--- src/rtl/lr_pkt_loader.sv ---
// Purpose: packs a sop..eop byte stream little-endian into 32-bit words and writes them to local RAM from base_addr.
// Latency: a word write appears the cycle after the edge that accepted its last byte; done follows the last write by one cycle.
// Backpressure: rx_ready is high in ARMED/RECV (an overflowing packet is still drained to eop) and low in all other states.
// Build option: LR_LOADER_LEN_HDR_EN reserves base_addr for a {18'b0, byte_count} length header word.
module lr_pkt_loader #(
    parameter int BASE_W = 12
) (
    input  logic              clk,
    input  logic              reset,
    input  logic              arm,
    input  logic [BASE_W-1:0] base_addr,
    input  logic [7:0]        rx_data,
    input  logic              rx_valid,
    input  logic              rx_sop,
    input  logic              rx_eop,
    output logic              rx_ready,
    output logic [BASE_W-1:0] addr,
    output logic [31:0]       data_in,
    output logic [3:0]        we,
    output logic              en,
    output logic              busy,
    output logic              done,
    output logic              overflow,
    output logic [13:0]       byte_count
);

    typedef enum logic [2:0] {
        IDLE,
        ARMED,
        RECV,
        FLUSH,
`ifdef LR_LOADER_LEN_HDR_EN
        HDR,
`endif
        DONE
    } state_t;

    state_t            state;
    state_t            state_nxt;
    logic [BASE_W-1:0] ptr;        // next payload word address
    logic              full;       // ptr already consumed the last RAM word
    logic              rx_st;
    logic              take;       // byte accepted and belongs to the packet
    logic [1:0]        lane;
    logic [3:0]        lane_mask;

`ifdef LR_LOADER_LEN_HDR_EN
    logic [BASE_W-1:0] base_q;     // header word location
`endif

    assign rx_st    = (state == ARMED) || (state == RECV);
    assign rx_ready = rx_st;
    // In ARMED only a sop byte opens the packet; everything else is dropped.
    assign take     = rx_valid && rx_st && ((state == RECV) || rx_sop);
    assign lane     = byte_count[1:0];
    assign busy     = (state != IDLE) && (state != DONE);
    assign done     = (state == DONE);

    // Lanes filled so far in the current word, including the incoming byte.
    always_comb begin
        lane_mask = 4'b0001;
        case (lane)
            2'd0:    lane_mask = 4'b0001;
            2'd1:    lane_mask = 4'b0011;
            2'd2:    lane_mask = 4'b0111;
            default: lane_mask = 4'b1111;
        endcase
    end

    // State register.
    always_ff @(posedge clk or posedge reset) begin
        if (reset) begin
            state <= IDLE;
        end else begin
            state <= state_nxt;
        end
    end

    // Next-state logic.
    always_comb begin
        state_nxt = state;
        case (state)
            IDLE:    if (arm) state_nxt = ARMED;
            ARMED:   if (take) state_nxt = rx_eop ? FLUSH : RECV;
            RECV:    if (take && rx_eop) state_nxt = FLUSH;
`ifdef LR_LOADER_LEN_HDR_EN
            FLUSH:   state_nxt = HDR;
            HDR:     state_nxt = DONE;
`else
            FLUSH:   state_nxt = DONE;
`endif
            DONE:    state_nxt = IDLE;
            default: state_nxt = IDLE;
        endcase
    end

    // Byte packing, registered RAM write port, pointer and status counters.
    always_ff @(posedge clk or posedge reset) begin
        if (reset) begin
            ptr        <= '0;
            full       <= 1'b0;
            addr       <= '0;
            data_in    <= '0;
            we         <= '0;
            en         <= 1'b0;
            overflow   <= 1'b0;
            byte_count <= '0;
`ifdef LR_LOADER_LEN_HDR_EN
            base_q     <= '0;
`endif
        end else begin
            we <= '0;
            en <= 1'b0;
            if ((state == IDLE) && arm) begin
                byte_count <= '0;
                overflow   <= 1'b0;
`ifdef LR_LOADER_LEN_HDR_EN
                base_q     <= base_addr;
                ptr        <= base_addr + BASE_W'(1);
                // Header at the top word leaves no room for payload.
                full       <= &base_addr;
`else
                ptr        <= base_addr;
                full       <= 1'b0;
`endif
            end
            if (take) begin
                if (full) begin
                    overflow <= 1'b1;
                end else begin
                    data_in[{lane, 3'b000} +: 8] <= rx_data;
                    byte_count <= byte_count + 14'd1;
                    if ((lane == 2'd3) || rx_eop) begin
                        en   <= 1'b1;
                        we   <= lane_mask;
                        addr <= ptr;
                        // Saturate instead of wrapping to word 0.
                        if (lane == 2'd3) begin
                            if (&ptr) full <= 1'b1;
                            else      ptr  <= ptr + BASE_W'(1);
                        end
                    end
                end
            end
`ifdef LR_LOADER_LEN_HDR_EN
            if (state == FLUSH) begin
                en      <= 1'b1;
                we      <= 4'hF;
                addr    <= base_q;
                data_in <= {18'b0, byte_count};
            end
`endif
        end
    end

endmodule

--- config.mk ---
export PLATFORM = sky130hd
export DESIGN_NAME = lr_pkt_loader
export DESIGN_NICKNAME = d
export VERILOG_FILES = /design/src/rtl/lr_pkt_loader.sv
export SDC_FILE = /design/constraint.sdc
export NUM_CORES = 1
export LEC_CHECK = 0
export ABC_AREA = 1
export CORE_MARGIN = 1.5
export CORE_UTILIZATION = 47
export CTS_BUF_LIST = sky130_fd_sc_hd__clkbuf_2
export DETAILED_ROUTE_END_ITERATION = 6
export PLACE_DENSITY = 0.81
export SLEW_MARGIN = 5
export SYNTH_ARGS = -nofsm -noshare
export SYNTH_HDL_FRONTEND = slang
export SYNTH_SLANG_ARGS = --single-unit
--- constraint.sdc ---
create_clock -name clk -period 2.6 [get_ports clk]
set_input_delay 0.52 -clock clk [delete_from_list [all_inputs] [get_ports clk]]
set_output_delay 0.52 -clock clk [all_outputs]
set_load 0.03 [all_outputs]
Yosys cells after proc, flatten, opt, wreduce, memory -nomap -nowiden --
Index checks and enable logic that the tools add are counted.
Word-level totals: flip-flop bits (word level) 80, output and inout bits 67
Operators by class: add/sub/neg operators 3, equal/unequal tests 11, shifts and indexed selects 2, mux-type cells 31, bitwise logic cells 1, reduce and logical (&&, ||, !) cells 15
Operators with widths (count):
- $mux 12 | 6
- $mux 14 | 3
- $bwmux 32 | 1
- $shift 8x7->32 const A | 1
- $shiftx 8x7->32 | 1
- $add 14x1->14 const B | 1
- $mux 1 | 13
- $add 12x1->12 const B | 1
- $mux 4 | 3
- $pmux 3 s4 | 1
- $pmux 4 s3 | 1
- $reduce_and 12->1 | 1
- $mux 3 | 3
- $neg 5->7 | 1
- $eq 3x2->1 const B | 2
- $reduce_and 3->1 | 2
- $logic_and 1x1->1 | 5
- $eq 2x2->1 const B | 2
- $ne 2x2->1 const B | 2
- $eq 3x1->1 const B | 1
- $eq 3x3->1 const B | 1
- $logic_not 3->1 | 1
- $logic_or 1x1->1 | 3
- $ne 3x3->1 const B | 1
- other kinds (6) | 6

Longest topological paths before layout --
word-level depth 8, mapped depth 10

Worst setup path before layout --
Ideal clock, no wire load.
path type flip-flop to flip-flop, start point reg byte_count[0], end point reg data_in[16], arrival time 1.989 ns, setup slack 0.544 ns, stages on the path, launching flop included 10, path buffers 1, period minus slack after synthesis 2.056 ns, cell sequence dfrtp_1 -> buf_2 -> inv_1 -> ha_1 -> inv_1 -> nor2_1 -> nand2_1 -> inv_1 -> nand4_1 -> nand2_1
Between the ends: word-level cells in the longest chain between the ends 3, elaborated cells between the ends (all ways) 4, those cells by class add/sub: 1; shift: 2; mux: 1
RTL lines:
- from (decl) | RTL line 24 | output logic [13:0] byte_count
- from (signal assigned) | RTL line 132 | byte_count <= byte_count + 14'd1;
- $neg 5->7 * | RTL line 131 | data_in[{lane, 3'b000} +: 8] <= rx_data;
- $shiftx 8x7->32 or $shift 8x7->32 (tied branches) | RTL line 131
- $bwmux 32 * | RTL line 131
- to (signal, indexed assignment) | RTL line 131
- to (decl) | RTL line 18 | output logic [31:0] data_in,
Mark *: on every way between the ends. The rest lies on a longest branch, timed or not. A chain may end at the register's enable or synchronous reset.

Worst setup path after layout --
start point reg byte_count[0], end point out byte_count[0]
No word-level cell between the ends.

==> key figures <==
Global route
  – Initial antenna violation count: 0
  – Total Routing Usage GR: between 20% and 30%
  – First-pass GRT wire length: 16500 um
  – Largest net degree at the start of global routing: 80
  – Vias in the first global route: 3516
  – Gr ovfl total: 0

Finish
  – Finished Layout Cells: 727
  – Finished Cell Area: approximately 0.0052 mm^2
  – Share of cells above drive strength 1: 6.59%
  – Fill cell count: 734
  – Footprint of the multi-input gates: 0.00181 mm^2
  – Syn-to-layout area delta: 27.6%
  – Reg area: between 0.0015 and 0.002 mm^2
  – Final net count: 650
  – Antenna diodes: 0
  – Final core occ: 62.7%

Yosys
  – Ys async rst share: 100%
  – Top-area cell type share of the netlist area: between 40 and 50%
  – Primary FF master, synth: dfrtp_1
  – Area leader, netlist: dfrtp_1
  – Synth top area cells: dfrtp_1, nand2_1, inv_1, nand3_1, o21ai_0
  – Number of flops mapped to enable cells by yosys: 0
  – Post-synth net total: 559
  – Yosys cell types: 29
  – Cells after Synth: around 530
  – #FFs+latches synth: 79
  – Most common cell in the netlist: nand2_1
  – Sequential fraction of the synthesis area: 48.2%
  – Top cells by count, synth: nand2_1, dfrtp_1, inv_1
  – Post-Synthesis Cell Area: 0.00410 mm^2
  – Synthesis Warnings: 0
  – Average cell area after synthesis: ~7.8 um^2

Routing
  – Metal3 WL: 611 um
  – Avg WL per Cell: ~14 um
  – Vias/cell: 5.26
  – Met2 WL: around 4800 um
  – DRC: 0
  – Metal1 wirelength: 4570 um
  – Total wire length: 10200 um
  – Antenna viol nets, final: 0
  – First-pass DRT Iterations: 4
  – Max layer used: met4
  – Vias: 3827
  – Starting DRC count in detailed routing: 165

Min path
  – Hold Crit Class: in2async

Critical path
  – Kind of critical path: reg2out
  – Flop-to-flop setup slack: 440 ps
  – FF-to-FF path depth: 7
  – Cell family with most CP delay: buffers and inverters
  – CP cell instances: clkdlybuf4s50_1
  – Setup crit end kind: primary output
  – Startpoint types: register
  – Slowest-stage cell, CP: clkdlybuf4s50_1
  – Bufs and invs on worst path: 1
  – Largest stage delay on the critical path: 770 ps
  – Crit Reg-Reg Startpoint: byte_count[0]
  – Crit Path Max Fanout: 14
  – WP data required: 2080 ps
  – Reg2reg end: ptr[11]
  – Worst EP arrival: 1970 ps

STA
  – Setup violators final: 0
  – Clock Skew: a little over 30 ps
  – RSZ-0062 raised after global routing: no
  – Worst Tran Pin Value: 654 ps
  – Fin crit share: 95.9%
  – Setup TNS: 0 ps
  – Fin Hold WS: about 330 ps
  – Max Clk Rate: 0.401 GHz
  – Worst setup margin: 108 ps
  – Post-layout minimum cycle time: around 2500 ps
  – Worst slew margin: 56.2%
  – Final Max Tran Viols: 0
  – Final Hold Vio Count: 0

Clocking
  – Root Driver: clkbuf_2
  – Clock slew at reported path FFs: around 240 ps
  – CTS max path bufs: 2
  – Clock Latency Late Sink: approximately 540 ps
  – CTS sink cnt: 79
  – CTS tree: yes
  – Num CTS Buffers: 9
  – H-tree depth: 3
  – Setup bufs post-CTS: 0

Floorplanning
  – Die height: 96.4 um
  – # rows: 33
  – Die area: approximately 0.0093 mm^2
  – Initial Util: 49.1%
  – Die W: 96.4 um
  – Placeable Area: between 0.008 and 0.009 mm^2
  – Boundary Pins: 93

Pwr
  – Final Power: 4.53 mW
  – NetSw: 2.06 mW
  – Worst IR Drop VDD: 473 uV
  – Logic pwr share: 46.6%
  – Switch share: 45.5%
  – Part of the power in registers: 39.0%
  – P_leak: between 2 and 3 nW
  – Clk network pwr share: 14.4%
  – Internal power: about 2.5 mW
  – Power Density: 867 mW/mm^2

Place
  – GPL Wtd Cong: 0.908
  – Dpl ws: between 200 and 300 ps
  – Area of placed instances: 0.00512 mm^2
  – Port bufs: 92
  – DP Cell Count: 711
  – Detailed placement HPWL: just over 7000 um

Run status
  – Status: complete, no violations

Run
  – Number of max-cap violations: 0
## cell usage in the layout, fill, tap and decap left out, drive strengths merged
| master | synthesis | final |
|---|---|---|
| nand2 | 169 | 169 |
| clkdlybuf4s50 | 0 | 90 |
| dfrtp | 79 | 79 |
| o21ai | 66 | 66 |
| inv | 56 | 56 |
| nor2 | 45 | 45 |
| nand3 | 38 | 38 |
| nand4 | 21 | 21 |
| xor2 | 10 | 10 |
| clkbuf | 7 | 10 |
| ha | 7 | 7 |
| buf | 12 | 7 |
| nor3 | 4 | 4 |
| o21a | 3 | 3 |
| clkinvlp | 0 | 3 |
| o22ai | 2 | 2 |
| xnor2 | 2 | 2 |
| a21boi | 2 | 2 |
| clkinv | 0 | 2 |
| nand3b | 1 | 1 |
| a21oi | 1 | 1 |
| or2 | 1 | 1 |
| bufinv | 0 | 1 |
| dlymetal6s2s | 0 | 1 |
| dlygate4sd2 | 0 | 1 |
## power by group through the flow
| stage | clock [mW] | sequential, mW | combinational, mW |
|---|---|---|---|
| 2_1_floorplan | 0 | 2.07 | 1.11 |
| 3_5_place_dp | 0 | 1.79 | 2.11 |
| 3_3_place_gp | 0 | 1.78 | 2.05 |
| 5_1_grt | 0.716 | 1.80 | 2.33 |
| 6_report | 0.652 | 1.77 | 2.11 |
| 4_1_cts | 0.666 | 1.77 | 2.11 |
## per-layer routing
metal  GRT usage, %  up-vias
met4           9.42        0
met1           31.3     1808
li1               -     1872
met3           3.68       18
met5              0        -
met2           37.2      129
## layout make-up
class / count / area share (%)
clock buffers: 10 / 0.957
well taps: 105 / 2.51
inverters: 56 / 4.02
multi-input cells: 372 / 34.7
clock inverters: 6 / 1.17
flip-flops and latches: 79 / 37.8
repair buffers: 99 / 18.9
## cells by family (layout without fill, tap and decap cells)
group                    after synthesis  after routing  share of synthesized area (%)
flip-flops                            79             79                           48.2
AO/OA/AOI/OAI                         74             74                           9.40
XOR/XNOR                              12             12                           2.56
AND/OR/NAND/NOR                      279            279                           30.1
buffers and inverters                 75            171                           7.51
adder cells (fa/ha/maj)                7              7                           2.14
## worst max-delay path by stage
stage                  start             to  slack (ps)  cells after the start
3_3_place_gp          rx_sop     data_in[7]         370                      9
4_1_cts             state[0]           done          40                      4
2_1_floorplan          reset        addr[0]          60                      1
3_5_place_dp        rx_valid     data_in[2]         300                      6
5_1_grt        byte_count[0]  byte_count[0]          20                      1
6_report       byte_count[0]  byte_count[0]         110                      1
## registers in the layout (all words and copies together) (netlist names)
signal      flops
en              1
byte_count     14
ptr            12
data_in        32
full            1
overflow        1
addr           12
we              3
state           3
## repair_timing
item	in CTS	in global routing
pin swaps	0	0
resized for setup	1	1
hold buffers	0	0
setup endpoints to repair	1	1
No activity file was read; power rests on OpenSTA's default activity.
